<file path="src/rtl/mem_stage_pkg.sv">
// rtl/mem_stage_pkg.sv - shared pipeline types and widths for the memory stage
// Ports: none (package). Holds the MEM FSM state encoding and datapath widths.
package mem_stage_pkg;

    localparam int DATA_W = 32;
    localparam int REG_W  = 6;

    typedef enum logic {
        IDLE = 1'b0,
        WAIT = 1'b1
    } mem_state_t;

endpackage

</file>
<file path="src/rtl/mem_wb_latch.sv">
// rtl/mem_wb_latch.sv - MEM/WB pipeline register with load enable and bubble insertion
// Ports:
//   clk, rst          clock, asynchronous active-high reset
//   load              capture data/rd/we; when low a bubble (we = 0) is inserted
//   data, rd, we      next writeback values
//   wb_data, wb_rd, wb_we  registered writeback values
module mem_wb_latch
    import mem_stage_pkg::*;
(
    input  logic              clk,
    input  logic              rst,
    input  logic              load,
    input  logic [DATA_W-1:0] data,
    input  logic [REG_W-1:0]  rd,
    input  logic              we,
    output logic [DATA_W-1:0] wb_data,
    output logic [REG_W-1:0]  wb_rd,
    output logic              wb_we
);

    always_ff @(posedge clk or posedge rst) begin
        if (rst) begin
            wb_data <= '0;
            wb_rd   <= '0;
            wb_we   <= 1'b0;
        end else if (load) begin
            wb_data <= data;
            wb_rd   <= rd;
            wb_we   <= we;
        end else begin
            // Stalled: data and rd hold, only the write enable is killed.
            wb_we <= 1'b0;
        end
    end

endmodule

</file>
<file path="src/rtl/mem_stage.sv">
// rtl/mem_stage.sv - pipeline memory-access stage with req/ack data memory and timeout
// Ports:
//   clk, rst                      clock, asynchronous active-high reset
//   br, alu, adder, wdata, rd     EX/MEM latch contents
//   mem_rd, mem_wr, reg_wr, mem_to_reg  EX/MEM control bits
//   dm_req, dm_we, dm_addr, dm_wdata    data-memory request side
//   dm_rdata, dm_ack              data-memory response side
//   stall                         freezes all upstream latches
//   pcsrc, br_target              branch redirect to fetch
//   wb_data, wb_rd, wb_we         MEM/WB register outputs
//   err                           sticky timeout flag
module mem_stage
    import mem_stage_pkg::*;
#(
    parameter int TIMEOUT = 16
) (
    input  logic              clk,
    input  logic              rst,
    input  logic              br,
    input  logic [DATA_W-1:0] alu,
    input  logic [DATA_W-1:0] adder,
    input  logic [DATA_W-1:0] wdata,
    input  logic [REG_W-1:0]  rd,
    input  logic              mem_rd,
    input  logic              mem_wr,
    input  logic              reg_wr,
    input  logic              mem_to_reg,
    output logic              dm_req,
    output logic              dm_we,
    output logic [DATA_W-1:0] dm_addr,
    output logic [DATA_W-1:0] dm_wdata,
    input  logic [DATA_W-1:0] dm_rdata,
    input  logic              dm_ack,
    output logic              stall,
    output logic              pcsrc,
    output logic [DATA_W-1:0] br_target,
    output logic [DATA_W-1:0] wb_data,
    output logic [REG_W-1:0]  wb_rd,
    output logic              wb_we,
    output logic              err
);

    localparam int CNT_W = $clog2(TIMEOUT) + 1;

    mem_state_t        state, state_nxt;
    logic [CNT_W-1:0]  cnt;
    logic              access;
    logic              abort;
    logic [DATA_W-1:0] wb_data_nxt;

    always_comb begin
        access    = mem_rd | mem_wr;
        dm_req    = ~rst & (((state == IDLE) & access) | (state == WAIT));
        dm_we     = mem_wr;
        dm_addr   = {alu[DATA_W-1:2], 2'b00};
        dm_wdata  = wdata;
        abort     = dm_req & ~dm_ack & (cnt == CNT_W'(TIMEOUT - 1));
        stall     = dm_req & ~dm_ack & ~abort;
        pcsrc     = br & ~stall;
        br_target = adder;
        // A store wins over a simultaneous load, so load data is only
        // selected for a pure load; an aborted load writes back zero.
        if (mem_to_reg & mem_rd & ~mem_wr)
            wb_data_nxt = abort ? '0 : dm_rdata;
        else
            wb_data_nxt = alu;
    end

    always_comb begin
        state_nxt = state;
        case (state)
            IDLE: if (access & ~dm_ack & ~abort) state_nxt = WAIT;
            WAIT: if (dm_ack | abort)            state_nxt = IDLE;
            default: state_nxt = IDLE;
        endcase
    end

    always_ff @(posedge clk or posedge rst) begin
        if (rst) state <= IDLE;
        else     state <= state_nxt;
    end

    // The counter only runs while a request is stalled; every completion
    // (ack, abort or no request) returns it to zero so back-to-back
    // accesses each get the full TIMEOUT budget.
    always_ff @(posedge clk or posedge rst) begin
        if (rst)        cnt <= '0;
        else if (stall) cnt <= cnt + 1'b1;
        else            cnt <= '0;
    end

    // abort already excludes dm_ack, so a simultaneous ack leaves err alone.
    always_ff @(posedge clk or posedge rst) begin
        if (rst)        err <= 1'b0;
        else if (abort) err <= 1'b1;
    end

    mem_wb_latch u_mem_wb_latch (
        .clk     (clk),
        .rst     (rst),
        .load    (~stall),
        .data    (wb_data_nxt),
        .rd      (rd),
        .we      (reg_wr),
        .wb_data (wb_data),
        .wb_rd   (wb_rd),
        .wb_we   (wb_we)
    );

endmodule

</file>
<file path="config.mk">
export PLATFORM = sky130hd
export DESIGN_NAME = mem_stage
export DESIGN_NICKNAME = d
export VERILOG_FILES = /design/src/rtl/mem_stage_pkg.sv /design/src/rtl/mem_wb_latch.sv /design/src/rtl/mem_stage.sv
export SDC_FILE = /design/constraint.sdc
export NUM_CORES = 1
export LEC_CHECK = 0
export CELL_PAD_IN_SITES_DETAIL_PLACEMENT = 0
export CELL_PAD_IN_SITES_GLOBAL_PLACEMENT = 1
export CORE_MARGIN = 5
export CORE_UTILIZATION = 22
export DETAILED_ROUTE_END_ITERATION = 10
export GPL_ROUTABILITY_DRIVEN = 0
export GPL_TIMING_DRIVEN = 1
export HOLD_SLACK_MARGIN = 0.15
export PLACE_DENSITY_LB_ADDON = 0.1
export SLEW_MARGIN = 20
export SYNTH_ARGS = -nofsm -noshare
export SYNTH_HDL_FRONTEND = slang
export SYNTH_SLANG_ARGS = --single-unit
</file>
<file path="constraint.sdc">
create_clock -name clk -period 4.65 [get_ports clk]
set_input_delay 0.465 -clock clk [delete_from_list [all_inputs] [get_ports clk]]
set_output_delay 0.465 -clock clk [all_outputs]
set_load 0.01 [all_outputs]
</file>
Word-level counts from Yosys, hierarchy flattened
Cells that the tools add are included.
{ "totals": {"wordCells": 34, "reg_bits": 46, "input_bits": 142, "output_inout_bits": 140} }
{ "op_classes": {"eq_ne": 1, "n_mux": 7, "bitwise_logic": 19, "addsub": 1} }
{ "ops": {"columns": ["cell", "count"], "rows": [
  ["two-way mux 32 bit", 2],
  ["AND 1 bit", 10],
  ["inverter 1 bit", 6],
  ["adder 5 x 1 -> 5 bit (second input constant)", 1],
  ["== test 5 x 4 -> 1 bit (second input constant)", 1],
  ["two-way mux 5 bit", 1],
  ["two-way mux 1 bit", 3],
  ["OR 1 bit", 3],
  ["case mux 1 bit (2 select lines)", 1]
]} }

Depth between registers and ports, before layout
{ "logic_depth": {"ltp_word": 10, "ltp_mapped": 8, "mapped_depth_nobuf": 6} }

Modules after synthesis
A second synthesis with hierarchy kept.
{ "hier_totals": {"cells_unflattened": 319, "area_unflattened_um2": 3011.6} }
{ "by_module_without_submodules": {"columns": ["module", "cells_per_inst", "area_each_um2", "n_inst", "seq_area_each_um2"], "rows": [
  ["mem_stage", 236, 1526.5, 1, 175.2],
  ["mem_wb_latch", 83, 1485.2, 1, 975.9]
]} }

Worst setup path before layout
Ideal clock, no wire load.
{ "synth_timing": {"path_type": "reg-to-output", "startpoint": "register cnt[0]", "endpoint": "output port pcsrc", "arrival_ps": 1658, "setup_slack_ps": 2527, "stages_incl_launch_ff": 7, "cell_sequence": "dfrtp_1 -> ha_1 -> and3_1 -> ha_1 -> or3_4 -> buf_6 -> and2_1"} }
{ "synth_between": {"elab_chain_len": 6} }
{ "synth_lines": {"columns": ["element", "line_no", "text"], "rows": [
  ["start, declared", "mem_stage.sv:46", "logic [CNT_W-1:0] cnt;"],
  ["start signal, assigned", "mem_stage.sv:88", "else if (stall) cnt <= cnt + 1'b1;"],
  ["== test 5 x 4 -> 1 bit", "mem_stage.sv:57", "abort = dm_req & ~dm_ack & (cnt == CNT_W'(TIMEOUT - 1));"],
  ["AND 1 bit", "mem_stage.sv:57", null],
  ["inverter 1 bit", "mem_stage.sv:58", "stall = dm_req & ~dm_ack & ~abort;"],
  ["AND 1 bit", "mem_stage.sv:58", null],
  ["inverter 1 bit", null, null],
  ["AND 1 bit", "mem_stage.sv:59", "pcsrc = br & ~stall;"],
  ["end, declared", "mem_stage.sv:35", "output logic pcsrc,"]
]} }
No other way between the ends.

Worst setup path after layout
{ "layout_timing": {"startpoint": "register cnt[0]", "endpoint": "output port stall"} }
{ "layout_between": {"elab_chain_len": 4} }
{ "layout_lines": {"columns": ["element", "line_no", "text"], "rows": [
  ["== test 5 x 4 -> 1 bit", "mem_stage.sv:57", null],
  ["AND 1 bit", "mem_stage.sv:57", null],
  ["inverter 1 bit", "mem_stage.sv:58", null],
  ["AND 1 bit", "mem_stage.sv:58", null],
  ["end, declared", "mem_stage.sv:34", "output logic stall,"]
]} }
No other way between the ends.

==> flow_summary.json <==
{
  "worstSetupPathType": "reg -> out",
  "fin_crit_sh_pct": 69.1,
  "synth_top_family_by_area": "buffers and inverters",
  "path_delay_family": "buffers and inverters",
  "rows": 42,
  "cts_buffers": 5,
  "die_area_mm2": 0.0158,
  "end_kind": "output port",
  "core_mm2": 0.0132,
  "cts_htree_levels": 2,
  "holdBufCountCts": 0,
  "grt_pass1_vias": 2675,
  "synth_enable_flop_cells": 0,
  "initial_utilization_pct": 22.3,
  "clock-sinks": 46,
  "max_freq_ghz": 0.311,
  "avgRoutedWirePerCell_um": 17.9,
  "area_growth_pct": 37.8,
  "synth_top_area_share_pct": 39.1,
  "grt_pass1_wl_um": 15300,
  "netlist_area_mm2": 0.00294,
  "synth_xor_area_share_pct": 0.596,
  "r2r-end": "u_mem_wb_latch.wb_rd[4]",
  "hold_end": "cnt[0]",
  "slew_headroom_pct": 50.5,
  "drive_gt1_share_pct": 6.72,
  "synth-simple-area-share_pct": 17.0,
  "crit_top_cell": "ha_1",
  "grtUsageTotal_pct": 12.2,
  "synthFlopType": "dfrtp_1",
  "reg2reg_from": "cnt[0]",
  "synth_cells": 329,
  "synth_top_area_cell": "dfrtp_1",
  "fin_skew_ns": 0.00934,
  "reg2reg_slack_ns": 2.30,
  "synth_adder_area_share_pct": 0.851,
  "synthTopCellsByCount": "buf_4 (97), dfrtp_1 (46), nor3_1 (33), a31oi_1 (32), nand2_1 (32)",
  "async_flop_share_pct": 100,
  "tns_ns": 0,
  "drc": 0,
  "synth-compound-area-share_pct": 10.3,
  "fin_area_mm2": 0.00405,
  "layout_setup_ws_ns": 1.44,
  "detail-route-antenna-nets": 0,
  "cts_tree": "built",
  "yosysMostFrequentCell": "buf_4",
  "grt_overflow": 0,
  "status": "complete, no violations",
  "synth-seq-area-share_pct": 39.1,
  "vias": 2433,
  "nets": 515,
  "cts_resized": 0,
  "synth-seq-cells": 46,
  "drt_iter0_drc": 110,
  "setup_violations": 0,
  "cts_buffer_depth": 2,
  "clk_pin_slew_ns": 0.07,
  "viasPerCell": 4.44,
  "power.density_mw_per_mm2": 307,
  "yosysWarnings": 0,
  "hp-class": "reg -> reg",
  "ios": 282,
  "worst_ep_required_time_ns": 4.18,
  "reg2reg_depth": 6,
  "antenna_found_initial": 0,
  "maxSlewViolCount": 0,
  "grt_max_degree": 49,
  "placed_area_mm2": 0.00385,
  "clk_latency_ns": 0.30,
  "final_hold_viol_count": 0,
  "die_w_um": 126,
  "min_period_ns": 3.21,
  "io_buffers": 151,
  "synthMuxAreaShare_pct": 2.30,
  "worstMarginPinSlew_ns": 0.742,
  "peakVddDrop_v": 0.000134,
  "crit_fanout": 39,
  "utilization_pct": 30.7,
  "rsz0062_at_grt": "false",
  "post-place-ws_ns": 1.46,
  "critPathArrivalTime_ns": 2.75,
  "dr.pass1.iters": 5,
  "critPathLaunchType": "flip-flop",
  "path_depth": 6,
  "ys_top_cells_by_area": "dfrtp_1 (39%), buf_4 (25%), a31oi_1 (6.8%)",
  "place.detailed.hpwl_um": 6620,
  "clockRootBuffer": "clkbuf_16",
  "n_antenna_cell": 0,
  "synth_cell_types": 31,
  "min-delay-start": "cnt[0]",
  "leakagePower_nw": 1.59,
  "slowest_delay_ns": 0.61,
  "die_h_um": 126,
  "crit_slowest_cell": "or3_4",
  "crit_path_cell_trace": "ha_1 -> and3_1 -> ha_1 -> or3_4 -> clkinv_1 -> clkdlybuf4s50_1",
  "syn_avg_cell_area_um2": 8.94,
  "cp_num_buf_inv": 2,
  "maxCapViolCount": 0,
  "holdPathStages": 1,
  "postCtsSetupBuffers": 0,
  "wirelength_um": 9830
}
## final cells by class
cell class / instances / area [um2]
fill: 1415 / 9140
timing repair buffer: 155 / 1540
sequential: 46 / 1150
multi-input combinational: 160 / 926
tap: 176 / 220
clock buffer: 6 / 139
clock inverter: 2 / 60.1
inverter: 3 / 13.8
## stage by stage
stage / hold slack [ns] / total power, mW / instances
global route: 0.485 / 1.30 / 548
floorplan: 0.433 / 0.640 / 330
CTS: 0.465 / 1.26 / 548
finish: 0.456 / 1.24 / 548
detailed placement: 0.453 / 0.764 / 540
global placement: 0.446 / 0.763 / 540
## layout by cell type (no fill, tap or decap), types with 2 or more instances in the layout
master | netlist | layout
clkbuf_16 | 0 | 5
a31oi_1 | 32 | 32
nand2_1 | 32 | 32
nor2_1 | 6 | 6
o211ai_1 | 12 | 12
clkdlybuf4s50_1 | 0 | 151
dfrtp_1 | 46 | 46
ha_1 | 2 | 2
mux2_2 | 6 | 6
buf_4 | 97 | 4
and2_1 | 3 | 3
nand3_1 | 20 | 20
bufinv_16 | 0 | 2
conb_1 | 1 | 2
nor3_1 | 33 | 33
## worst register-to-register path, cell delays in order, from the launching register on
cell	delay [ns]
dfrtp_1	0.40
ha_1	0.23
and3_1	0.19
ha_1	0.20
or3_4	0.61
clkinv_1	0.26
mux2_2	0.36
## sequential cells by signal, indices dropped and copies added, names as in the netlist
signal                  cells
err                         1
state                       1
u_mem_wb_latch.wb_rd        6
u_mem_wb_latch.wb_we        1
cnt                         5
u_mem_wb_latch.wb_data     32
## worst max-delay path by stage
| stage | start | slack [ns] | endpoint |
|---|---|---|---|
| 2_1_floorplan | cnt[0] | 2.53 | pcsrc |
| 3_3_place_gp | mem_rd | 1.48 | stall |
| 3_5_place_dp | rst | 1.46 | stall |
| 4_1_cts | cnt[0] | 1.37 | stall |
| 5_1_grt | cnt[0] | 1.28 | stall |
| 6_report | cnt[0] | 1.44 | stall |
## logic make-up (layout without fill, tap and decap cells)
kind of cell	Yosys count	after routing
AOI/OAI and AO/OA	45	45
xor gates and xnor gates	2	2
adders and majority gates	2	2
buffers and inverters	124	166
DFF	46	46
muxes	6	6
other	1	2
and+or+nand+nor	103	103
## power breakdown
part | internal [mW] | total [mW] | leakage (nW) | switching [mW]
clock network | 0.323 | 0.494 | 0.0971 | 0.170
logic | 0.171 | 0.293 | 0.945 | 0.123
registers | 0.436 | 0.456 | 0.547 | 0.0196
total | 0.930 | 1.24 | 1.59 | 0.313
## routing by layer
layer	share of wire (%)	GRT usage [%]	wire length [um]	vias up
met1	43	14.9	4270	1190
met4	1.2	3.64	119	0
met3	7.0	3.50	688	16
met2	48	20.7	4760	112
met5	0	0	0	-
li1	-	-	-	1115
Power figures use the tool's default switching activity.
